==> src/rtl/assert_event_arbiter.sv <==
// Timestamped fail/cover event collector with round-robin arbitration
// onto a single valid/ready report port, gated by a global disable.
module assert_event_arbiter #(
    parameter int NUM_CH = 4,
    parameter int TS_W   = 16,
    parameter int CNT_W  = 8
) (
    input  logic                      clk,
    input  logic                      rst,
    input  logic                      disable_iff,
    input  logic [NUM_CH-1:0]         ch_en,
    input  logic [NUM_CH-1:0]         ev,
    output logic                      rpt_valid,
    input  logic                      rpt_ready,
    output logic [$clog2(NUM_CH)-1:0] rpt_ch,
    output logic [TS_W-1:0]           rpt_ts,
    output logic                      rpt_ovf,
    output logic [NUM_CH-1:0]         pending,
    output logic [CNT_W-1:0]          drop_cnt,
    output logic [CNT_W-1:0]          total_cnt
);

    localparam int CH_W = $clog2(NUM_CH);
    localparam int PC_W = $clog2(NUM_CH + 1);

    typedef enum logic {
        S_IDLE,
        S_REPORT
    } state_t;

    state_t              r_state;
    state_t              w_state_nxt;
    logic [TS_W-1:0]     r_ts;
    logic [NUM_CH-1:0]   r_pend;
    logic [NUM_CH-1:0]   r_ovf;
    logic [TS_W-1:0]     r_tsc [NUM_CH];
    logic [CH_W-1:0]     r_last;
    logic                r_valid;
    logic [CH_W-1:0]     r_rpt_ch;
    logic [TS_W-1:0]     r_rpt_ts;
    logic                r_rpt_ovf;
    logic [CNT_W-1:0]    r_drop;
    logic [CNT_W-1:0]    r_total;

    logic [NUM_CH-1:0]   w_pend_nxt;
    logic [NUM_CH-1:0]   w_ovf_nxt;
    logic [TS_W-1:0]     w_tsc_nxt [NUM_CH];
    logic [PC_W-1:0]     w_acc_n;
    logic [PC_W-1:0]     w_drop_n;
    logic                w_hs;
    logic                w_gnt_vld;
    logic [CH_W-1:0]     w_gnt;
    logic [CH_W-1:0]     w_idx;
    logic                w_valid_nxt;
    logic [CH_W-1:0]     w_ch_nxt;
    logic [TS_W-1:0]     w_rts_nxt;
    logic                w_rovf_nxt;
    logic [CH_W-1:0]     w_last_nxt;

    function automatic logic [CNT_W-1:0] sat_add(
        input logic [CNT_W-1:0] a,
        input logic [PC_W-1:0]  b
    );
        logic [CNT_W+PC_W-1:0] s;
        s = {{PC_W{1'b0}}, a} + {{CNT_W{1'b0}}, b};
        if (|s[CNT_W+PC_W-1:CNT_W]) return '1;
        return s[CNT_W-1:0];
    endfunction

    assign w_hs = (r_state == S_REPORT) && r_valid && rpt_ready;

    // A channel handshaken this cycle frees its slot, so a coincident event re-pends
    always_comb begin
        w_pend_nxt = r_pend;
        w_ovf_nxt  = r_ovf;
        w_tsc_nxt  = r_tsc;
        w_acc_n    = '0;
        w_drop_n   = '0;
        for (int i = 0; i < NUM_CH; i++) begin
            if (disable_iff) begin
                w_pend_nxt[i] = 1'b0;
                w_ovf_nxt[i]  = 1'b0;
                w_tsc_nxt[i]  = '0;
            end else if (ev[i] && ch_en[i]) begin
                if (!r_pend[i] || (w_hs && r_rpt_ch == CH_W'(i))) begin
                    w_pend_nxt[i] = 1'b1;
                    w_ovf_nxt[i]  = 1'b0;
                    w_tsc_nxt[i]  = r_ts;
                    w_acc_n       = w_acc_n + PC_W'(1);
                end else begin
                    w_ovf_nxt[i]  = 1'b1;
                    w_drop_n      = w_drop_n + PC_W'(1);
                end
            end else if (w_hs && r_rpt_ch == CH_W'(i)) begin
                w_pend_nxt[i] = 1'b0;
                w_ovf_nxt[i]  = 1'b0;
            end
        end
    end

    always_comb begin
        w_gnt_vld = 1'b0;
        w_gnt     = '0;
        w_idx     = '0;
        for (int k = 1; k <= NUM_CH; k++) begin
            w_idx = CH_W'((int'(r_last) + k) % NUM_CH);
            if (!w_gnt_vld && r_pend[w_idx]) begin
                w_gnt_vld = 1'b1;
                w_gnt     = w_idx;
            end
        end
    end

    always_comb begin
        w_state_nxt = r_state;
        w_valid_nxt = r_valid;
        w_ch_nxt    = r_rpt_ch;
        w_rts_nxt   = r_rpt_ts;
        w_rovf_nxt  = r_rpt_ovf;
        w_last_nxt  = r_last;
        unique case (r_state)
            S_IDLE: begin
                if (w_gnt_vld && !disable_iff) begin
                    w_ch_nxt    = w_gnt;
                    w_rts_nxt   = r_tsc[w_gnt];
                    w_rovf_nxt  = r_ovf[w_gnt];
                    w_valid_nxt = 1'b1;
                    w_state_nxt = S_REPORT;
                end
            end
            S_REPORT: begin
                if (w_hs) begin
                    w_last_nxt  = r_rpt_ch;
                    w_valid_nxt = 1'b0;
                    w_state_nxt = S_IDLE;
                end else if (disable_iff) begin
                    w_valid_nxt = 1'b0;
                    w_state_nxt = S_IDLE;
                end
            end
            default: begin
                w_valid_nxt = 1'b0;
                w_state_nxt = S_IDLE;
            end
        endcase
    end

    always_ff @(posedge clk or posedge rst) begin
        if (rst) begin
            r_state   <= S_IDLE;
            r_ts      <= '0;
            r_pend    <= '0;
            r_ovf     <= '0;
            r_last    <= CH_W'(NUM_CH - 1);
            r_valid   <= 1'b0;
            r_rpt_ch  <= '0;
            r_rpt_ts  <= '0;
            r_rpt_ovf <= 1'b0;
            r_drop    <= '0;
            r_total   <= '0;
            for (int i = 0; i < NUM_CH; i++) r_tsc[i] <= '0;
        end else begin
            r_state   <= w_state_nxt;
            r_ts      <= r_ts + TS_W'(1);
            r_pend    <= w_pend_nxt;
            r_ovf     <= w_ovf_nxt;
            r_tsc     <= w_tsc_nxt;
            r_last    <= w_last_nxt;
            r_valid   <= w_valid_nxt;
            r_rpt_ch  <= w_ch_nxt;
            r_rpt_ts  <= w_rts_nxt;
            r_rpt_ovf <= w_rovf_nxt;
            r_drop    <= sat_add(r_drop, w_drop_n);
            r_total   <= sat_add(r_total, w_acc_n);
        end
    end

    assign rpt_valid = r_valid;
    assign rpt_ch    = r_rpt_ch;
    assign rpt_ts    = r_rpt_ts;
    assign rpt_ovf   = r_rpt_ovf;
    assign pending   = r_pend;
    assign drop_cnt  = r_drop;
    assign total_cnt = r_total;

endmodule

==> config.mk <==
export PLATFORM = sky130hd
export DESIGN_NAME = assert_event_arbiter
export DESIGN_NICKNAME = d
export VERILOG_FILES = /design/src/rtl/assert_event_arbiter.sv
export SDC_FILE = /design/constraint.sdc
export NUM_CORES = 1
export LEC_CHECK = 0
export CAP_MARGIN = 20
export CORE_ASPECT_RATIO = 1.75
export CORE_MARGIN = 1.5
export CORE_UTILIZATION = 41
export DETAILED_ROUTE_END_ITERATION = 10
export SLEW_MARGIN = 20
export SYNTH_ARGS = -nofsm -noshare
export SYNTH_HDL_FRONTEND = slang
export SYNTH_SLANG_ARGS = --single-unit
==> constraint.sdc <==
create_clock -name clk -period 7 [get_ports clk]
set_input_delay 1.75 -clock clk [delete_from_list [all_inputs] [get_ports clk]]
set_output_delay 1.75 -clock clk [all_outputs]
set_load 0.005 [all_outputs]
=== After elaboration in Yosys (flattened, before gate mapping) ===
Index checks and enable logic that the tools add are counted.

* Mux-type cells: 99
* Reduce and logical (&&, ||, !) cells: 52
* Bitwise logic cells: 2
* Add/sub/neg operators: 13
* Eq/ne operators: 9
* Order comparisons: 6

{| class="wikitable"
|+ Operator list
! operator !! number
|-
| 16-bit 2-to-1 mux || 14
|-
| 3-bit 2-to-1 mux || 20
|-
| 1-bit 2-to-1 mux || 49
|-
| 16-bit binary-select mux with 2-bit select || 1
|-
| 8-bit 2-to-1 mux || 4
|-
| 2-bit AND reduction || 11
|-
| 3-bit by 1-bit adder with 3-bit output (second input constant) || 6
|-
| 8-bit by 3-bit adder with 9-bit output || 2
|-
| 16-bit by 1-bit adder with 16-bit output (second input constant) || 1
|-
| 2-bit nonzero test || 8
|-
| 2-bit by 3-bit less-than comparator with 1-bit output (second input constant) || 5
|-
| 3-bit by 2-bit != test with 1-bit output (second input constant) || 5
|-
| 1-bit logical AND || 14
|-
| 3-bit nonzero test || 4
|-
| 1-bit binary-select mux with 2-bit select || 5
|-
| 1-bit logical NOT || 8
|-
| 2-bit 2-to-1 mux || 4
|-
| 3-bit OR reduction || 2
|-
| 2-bit by 1-bit adder with 2-bit output (second input constant) || 2
|-
| 2-bit adder (second input constant) || 2
|-
| 2-bit == test (second input constant) || 2
|-
| 1-bit logical OR || 4
|-
| 1-bit one-hot mux with 2 select lines || 2
|-
| 3-bit >= comparator (second input constant) || 1
|-
| other kinds (5) || 5
|}

* Flip-flop bits (word level): 127
* Output and inout bits: 40
* Logic and storage cells: 202

=== Depth between registers and ports, before layout ===
Gate-level depths: netlist (run 1).

* Depth in word-level cells: 23
* Mapped depth: 22

=== Least setup slack after synthesis (run 1) ===
Ideal clock, no wire load.

* Path kind: in2reg
* Start: input port disable_iff
* End: register r_total[7], in the netlist total_cnt[7]
* Arrival: 5.473 ns
* Buffers on the path: 3
* Cell stages on the path: 19
* Library setup time: 0.125 ns
* Slack: 1.402 ns
* Path through: clkbuf_1 clkbuf_1 clkbuf_1 nor2_1 ha_1 and3_1 a31oi_1 nor2_1 ha_1 mux2i_1 nor2_1 ha_1 nor2_1 a211oi_1 ha_1 a21o_1 a21oi_1 nand3b_1 mux2_2

* Cells in the longest elaborated chain, start to end: 17

{| class="wikitable"
|+ Ends and longest elaborated chain
! what !! RTL line !! RTL
|-
| start: declaration || 10 || <nowiki>input logic disable_iff,</nowiki>
|-
| 3-bit 2-to-1 mux || 80 || <nowiki>if (disable_iff) begin</nowiki>
|-
| 3-bit by 1-bit adder with 3-bit output || 89 || <nowiki>w_acc_n = w_acc_n + PC_W'(1);</nowiki>
|-
| 3-bit 2-to-1 mux || 85 || <nowiki>if (!r_pend[i] || (w_hs && r_rpt_ch == CH_W'(i))) begin</nowiki>
|-
| 3-bit 2-to-1 mux || 84 || <nowiki>end else if (ev[i] && ch_en[i]) begin</nowiki>
|-
| 3-bit 2-to-1 mux || 80 ||
|-
| 3-bit by 1-bit adder with 3-bit output || 89 ||
|-
| 3-bit 2-to-1 mux || 85 ||
|-
| 3-bit 2-to-1 mux || 84 ||
|-
| 3-bit 2-to-1 mux || 80 ||
|-
| 3-bit by 1-bit adder with 3-bit output || 89 ||
|-
| 3-bit 2-to-1 mux || 85 ||
|-
| 3-bit 2-to-1 mux || 84 ||
|-
| 3-bit 2-to-1 mux (*) || 80 ||
|-
| 8-bit by 3-bit adder with 9-bit output (*) || 65 || <nowiki>s = {{PC_W{1'b0}}, a} + {{CNT_W{1'b0}}, b};</nowiki>
|-
| 3-bit OR reduction || 66 || <nowiki>if (|s[CNT_W+PC_W-1:CNT_W]) return '1;</nowiki>
|-
| 1-bit 2-to-1 mux || 66 ||
|-
| 8-bit 2-to-1 mux (*) || 67 || <nowiki>return s[CNT_W-1:0];</nowiki>
|-
| end signal: assignment || 174 || <nowiki>r_total <= sat_add(r_total, w_acc_n);</nowiki>
|-
| end: declaration || 43 || <nowiki>logic [CNT_W-1:0] r_total;</nowiki>
|}

Mark *: on every way between the ends. The rest lies on a longest branch, timed or not.
A chain may end at the register's enable or synchronous reset.

=== Final worst setup path (run 1) ===
* Start: input port rpt_ready
* End: register r_total[2], in the netlist total_cnt[2]

* Cells in the longest elaborated chain, start to end: 22
* Elaborated cells between the ends (all ways): 28
* Those cells by class: add/sub (4); mux (14); reduce/logical (10)

{| class="wikitable"
|+ Ends and longest elaborated chain
! what !! RTL line !! RTL
|-
| start: declaration || 14 || <nowiki>input logic rpt_ready,</nowiki>
|-
| 1-bit logical AND (*) || 70 || <nowiki>assign w_hs = (r_state == S_REPORT) && r_valid && rpt_ready;</nowiki>
|-
| 1-bit logical AND || 85 ||
|-
| 1-bit logical OR || 85 ||
|-
| 1-bit 2-to-1 mux || 85 ||
|-
| 1-bit 2-to-1 mux || 84 ||
|-
| 3-bit 2-to-1 mux || 80 ||
|-
| 3-bit by 1-bit adder with 3-bit output || 89 ||
|-
| 3-bit 2-to-1 mux || 85 ||
|-
| [... 6 more ...] || - ||
|-
| 3-bit by 1-bit adder with 3-bit output || 89 ||
|-
| 3-bit 2-to-1 mux || 85 ||
|-
| 3-bit 2-to-1 mux || 84 ||
|-
| 3-bit 2-to-1 mux (*) || 80 ||
|-
| 8-bit by 3-bit adder with 9-bit output (*) || 65 ||
|-
| 3-bit OR reduction || 66 ||
|-
| 1-bit 2-to-1 mux || 66 ||
|-
| 8-bit 2-to-1 mux (*) || 67 ||
|}

Marks and branches as above.

==> impl_metrics.env, run 1 <==
export IMPL_status="complete, no violations"
export IMPL_cts_inserted_buffers=17
export IMPL_die_area_sq_um=16200
export IMPL_vias_per_cell=5.521
export IMPL_grt_ovfl_total=0
export IMPL_ys_types=52
export IMPL_peakVddDrop_mv=0.2337
export IMPL_fin_crit_sh=0.8553
export IMPL_place_ws_ns=0.6050
export IMPL_synth_most_common_cell="dfrtp_1"
export IMPL_synth_area_top_cells="dfrtp_1 (49%), mux2i_1 (8.1%), nand2_1 (6.6%)"
export IMPL_worstHoldPathType="reg -> reg"
export IMPL_relSlewSlack=0.2481
export IMPL_yosys_area_top_type="dfrtp_1"
export IMPL_grt_max_degree=68
export IMPL_synth_fp_nets=636
export IMPL_synth_edf_count=0
export IMPL_die_w_um=96.85
export IMPL_drc=0
export IMPL_max_freq_mhz=167.0
export IMPL_area_growth_pct=20.10
export IMPL_critPathCaptureType="register"
export IMPL_nFillCells=1399
export IMPL_finalWirelength_mm=15.27
export IMPL_grt_busiest_layer="met2"
export IMPL_synth_common_cells="dfrtp_1 (125), nand2_1 (111), mux2i_1 (51)"
export IMPL_maxCapViolCount=0
export IMPL_met1_usage=0.2200
export IMPL_yosys_most_used_dff="dfrtp_1"
export IMPL_ys_ff_latch=127
export IMPL_drv_slew=0
export IMPL_final_nets=678
export IMPL_synth_avg_cell_area_sq_um=10.38
export IMPL_cellLeakagePower_nw=3.361
export IMPL_wl_per_cell_um=18.03
export IMPL_grt_pass1_wl_mm=25.35
export IMPL_drt_antenna_violating_nets=0
export IMPL_drive_gt1_frac=0.1054
export IMPL_grt_pass1_vias=4903
export IMPL_start_util=0.4217
export IMPL_finalSetupViolCount=0
export IMPL_via_count=4676
export IMPL_cts_root_buf="clkbuf_16"
export IMPL_die_y_um=167.2
export IMPL_met3_usage=0.03923
export IMPL_globalRouteTotalUtil=0.1970
export IMPL_gr_usage_met2=0.3670
export IMPL_core_sq_um=14990
export IMPL_path_clk_slew_ns=0.06
export IMPL_cts_hold_buf=0
export IMPL_first_pass_iters=5
export IMPL_async_flop_share=1.000
export IMPL_initialDrtViolationCount=321
export IMPL_antenna_cells=0
export IMPL_hold_violations=0
export IMPL_htree_levels=4
export IMPL_setup_ws_ns=1.013
export IMPL_rsz0062_at_grt="false"
export IMPL_fin_worst_skew_ns=0.009824
export IMPL_setup_tns_ns=0
export IMPL_cp_max_fo=17
export IMPL_yosys_warnings=0
export IMPL_worst_pin_slew_ns=1.128
export IMPL_clk_latency_ns=0.41
export IMPL_fin_crit_ns=5.987
export IMPL_cts_tree="yes"
export IMPL_io_pins=52
export IMPL_post_cts_buffers=0
export IMPL_worstPathArrival_ns=6.32
export IMPL_cts_resized=0
export IMPL_clock_path_buffers=2
export IMPL_yosysTopAreaCellShare=0.4950
export IMPL_place_congestion=0.8319
export IMPL_hpwl_mm=10.03
export IMPL_antenna_found_initial=0
export IMPL_p_per_area_nw_per_um2=295.3
export IMPL_cp_start_kind="input port"
export IMPL_rows=59
export IMPL_cts_sinks=127
export IMPL_crit_type="in -> reg"
export IMPL_syn_instance_count=609
export IMPL_synth_seq_area_share=0.5033
export IMPL_io_buffer_count=51
export IMPL_crit_required_ns=7.33
export IMPL_netlist_area_sq_um=6320
## layout make-up
cell class,count,area (sq um),share of cell area
timing repair buffer,60,573.1,0.07550
sequential,127,3181,0.4191
clock inverter,14,205.2,0.02704
clock buffer,18,429.2,0.05654
multi-input combinational,431,2918,0.3844
tap,183,229.0,0.03017
inverter,14,55.05,0.007254
## stage by stage
step	total power [mW]	hold slack [ns]	std cells	util	cell area, sq um
final	2.241	0.4838	847	0.5065	7590
after global routing	2.337	0.5066	847	0.5065	7590
after CTS	2.260	0.4799	847	0.5065	7590
after detailed placement	1.305	0.4696	815	0.4641	6955
after global placement	1.294	0.4656	815	0.4641	6955
after floorplan	1.115	0.4495	609	-	6320
## flip-flops by register name, indices dropped and copies added, names as in the netlist
name,flops
r_tsc,64
r_state,1
total_cnt,8
rpt_ts,16
rpt_ovf,1
r_last,2
drop_cnt,8
rpt_valid,1
rpt_ch,2
r_ts,16
pending,4
r_ovf,4
## layout by cell type, fill, tap and decap left out, drive strengths merged, types with 3 or more instances in the layout
master / synthesis / layout
and3: 8 / 8
inv: 14 / 19
nor2: 36 / 36
nand4: 4 / 4
nand3b: 5 / 5
o21ai: 12 / 12
xnor2: 15 / 15
o221ai: 17 / 17
dfrtp: 125 / 125
clkinv: 0 / 3
a21oi: 43 / 43
nor2b: 25 / 25
mux2i: 51 / 51
ha: 13 / 13
buf: 16 / 10
mux2: 18 / 18
nand2b: 6 / 6
a221oi: 3 / 3
nand3: 12 / 12
and2: 3 / 3
a31oi: 4 / 4
xor2: 11 / 11
a21o: 3 / 3
nor3b: 3 / 3
clkbuf: 21 / 18
a211oi: 3 / 3
clkdlybuf4s50: 0 / 50
bufinv: 0 / 4
and4: 3 / 3
nand2: 111 / 111
## critical path, stage by stage
cell	delay, ns
clkdlybuf4s50_1	0.53
nand3_1	0.21
o21ai_2	0.28
nand2_1	0.08
buf_4	0.22
nor2_1	0.12
ha_1	0.23
and3_1	0.18
a31oi_1	0.21
nor2_1	0.07
ha_1	0.29
mux2i_1	0.25
nor2_1	0.07
ha_1	0.29
nor2_1	0.05
a211o_1	0.31
fa_1	0.41
nor2b_1	0.17
o21a_1	0.24
nand3_1	0.22
o21ai_0	0.13
## where the power goes
| group | total (mW) | internal (mW) | switching, mW |
|---|---|---|---|
| logic | 0.412 | 0.202 | 0.210 |
| registers | 0.878 | 0.803 | 0.0746 |
| clock network | 0.952 | 0.603 | 0.349 |
| total | 2.24 | 1.61 | 0.633 |
## kinds of logic (layout without fill, tap and decap cells)
group           count (synthesis)  count (layout)  share of synthesized area
simple gates                  224             224                     0.1641
mux                            69              69                     0.1128
compound gates                 97              97                     0.1125
fa+ha+maj                      15              15                    0.03207
flops                         127             127                     0.5033
buf+inv                        51             106                    0.03920
xor+xnor                       26              26                    0.03603
## path summary, 6_finish.rpt
check / start / endpoint / slack (ns) / cells after the start
max: rpt_ready / total_cnt[2] / 1.01 / 21
min: r_last[1] / r_last[1] / 0.48 / 2
max reg2reg: rpt_ch[0] / total_cnt[2] / 2.35 / 20
min reg2reg: r_last[1] / r_last[1] / 0.48 / 2
max in group asynchronous: rst / pending[3] / 3.83 / 3
min in group asynchronous: rst / drop_cnt[3] / 1.86 / 2
## per-layer routing
layer  wire (um)  vias to the layer above
li1            -                     2187
met2        8547                      116
met1        5870                     2350
met3         568                       23
met4         284                        0
met5           0                        -
Note: power is estimated with default switching activity, not from simulation.
==> run 2, diff against run 1 <==
--- a/config.mk
+++ b/config.mk
@@ -5,11 +5,13 @@
 export SDC_FILE = /design/constraint.sdc
 export NUM_CORES = 1
 export LEC_CHECK = 0
+export ABC_CLOCK_PERIOD_IN_PS = 7000
 export CAP_MARGIN = 20
 export CORE_ASPECT_RATIO = 1.75
 export CORE_MARGIN = 1.5
 export CORE_UTILIZATION = 41
 export DETAILED_ROUTE_END_ITERATION = 10
+export SETUP_SLACK_MARGIN = 0.4
 export SLEW_MARGIN = 20
 export SYNTH_ARGS = -nofsm -noshare
 export SYNTH_HDL_FRONTEND = slang
==> results of run 2 <==
No change in the layout: final DEF, timing and power equal those of run 1.
==> run 3, diff against run 2 <==
--- a/config.mk
+++ b/config.mk
@@ -11,7 +11,7 @@
 export CORE_MARGIN = 1.5
 export CORE_UTILIZATION = 41
 export DETAILED_ROUTE_END_ITERATION = 10
-export SETUP_SLACK_MARGIN = 0.4
+export SETUP_SLACK_MARGIN = 0.02
 export SLEW_MARGIN = 20
 export SYNTH_ARGS = -nofsm -noshare
 export SYNTH_HDL_FRONTEND = slang
==> results of run 3 <==
No change in the layout: final DEF, timing and power equal those of run 1.
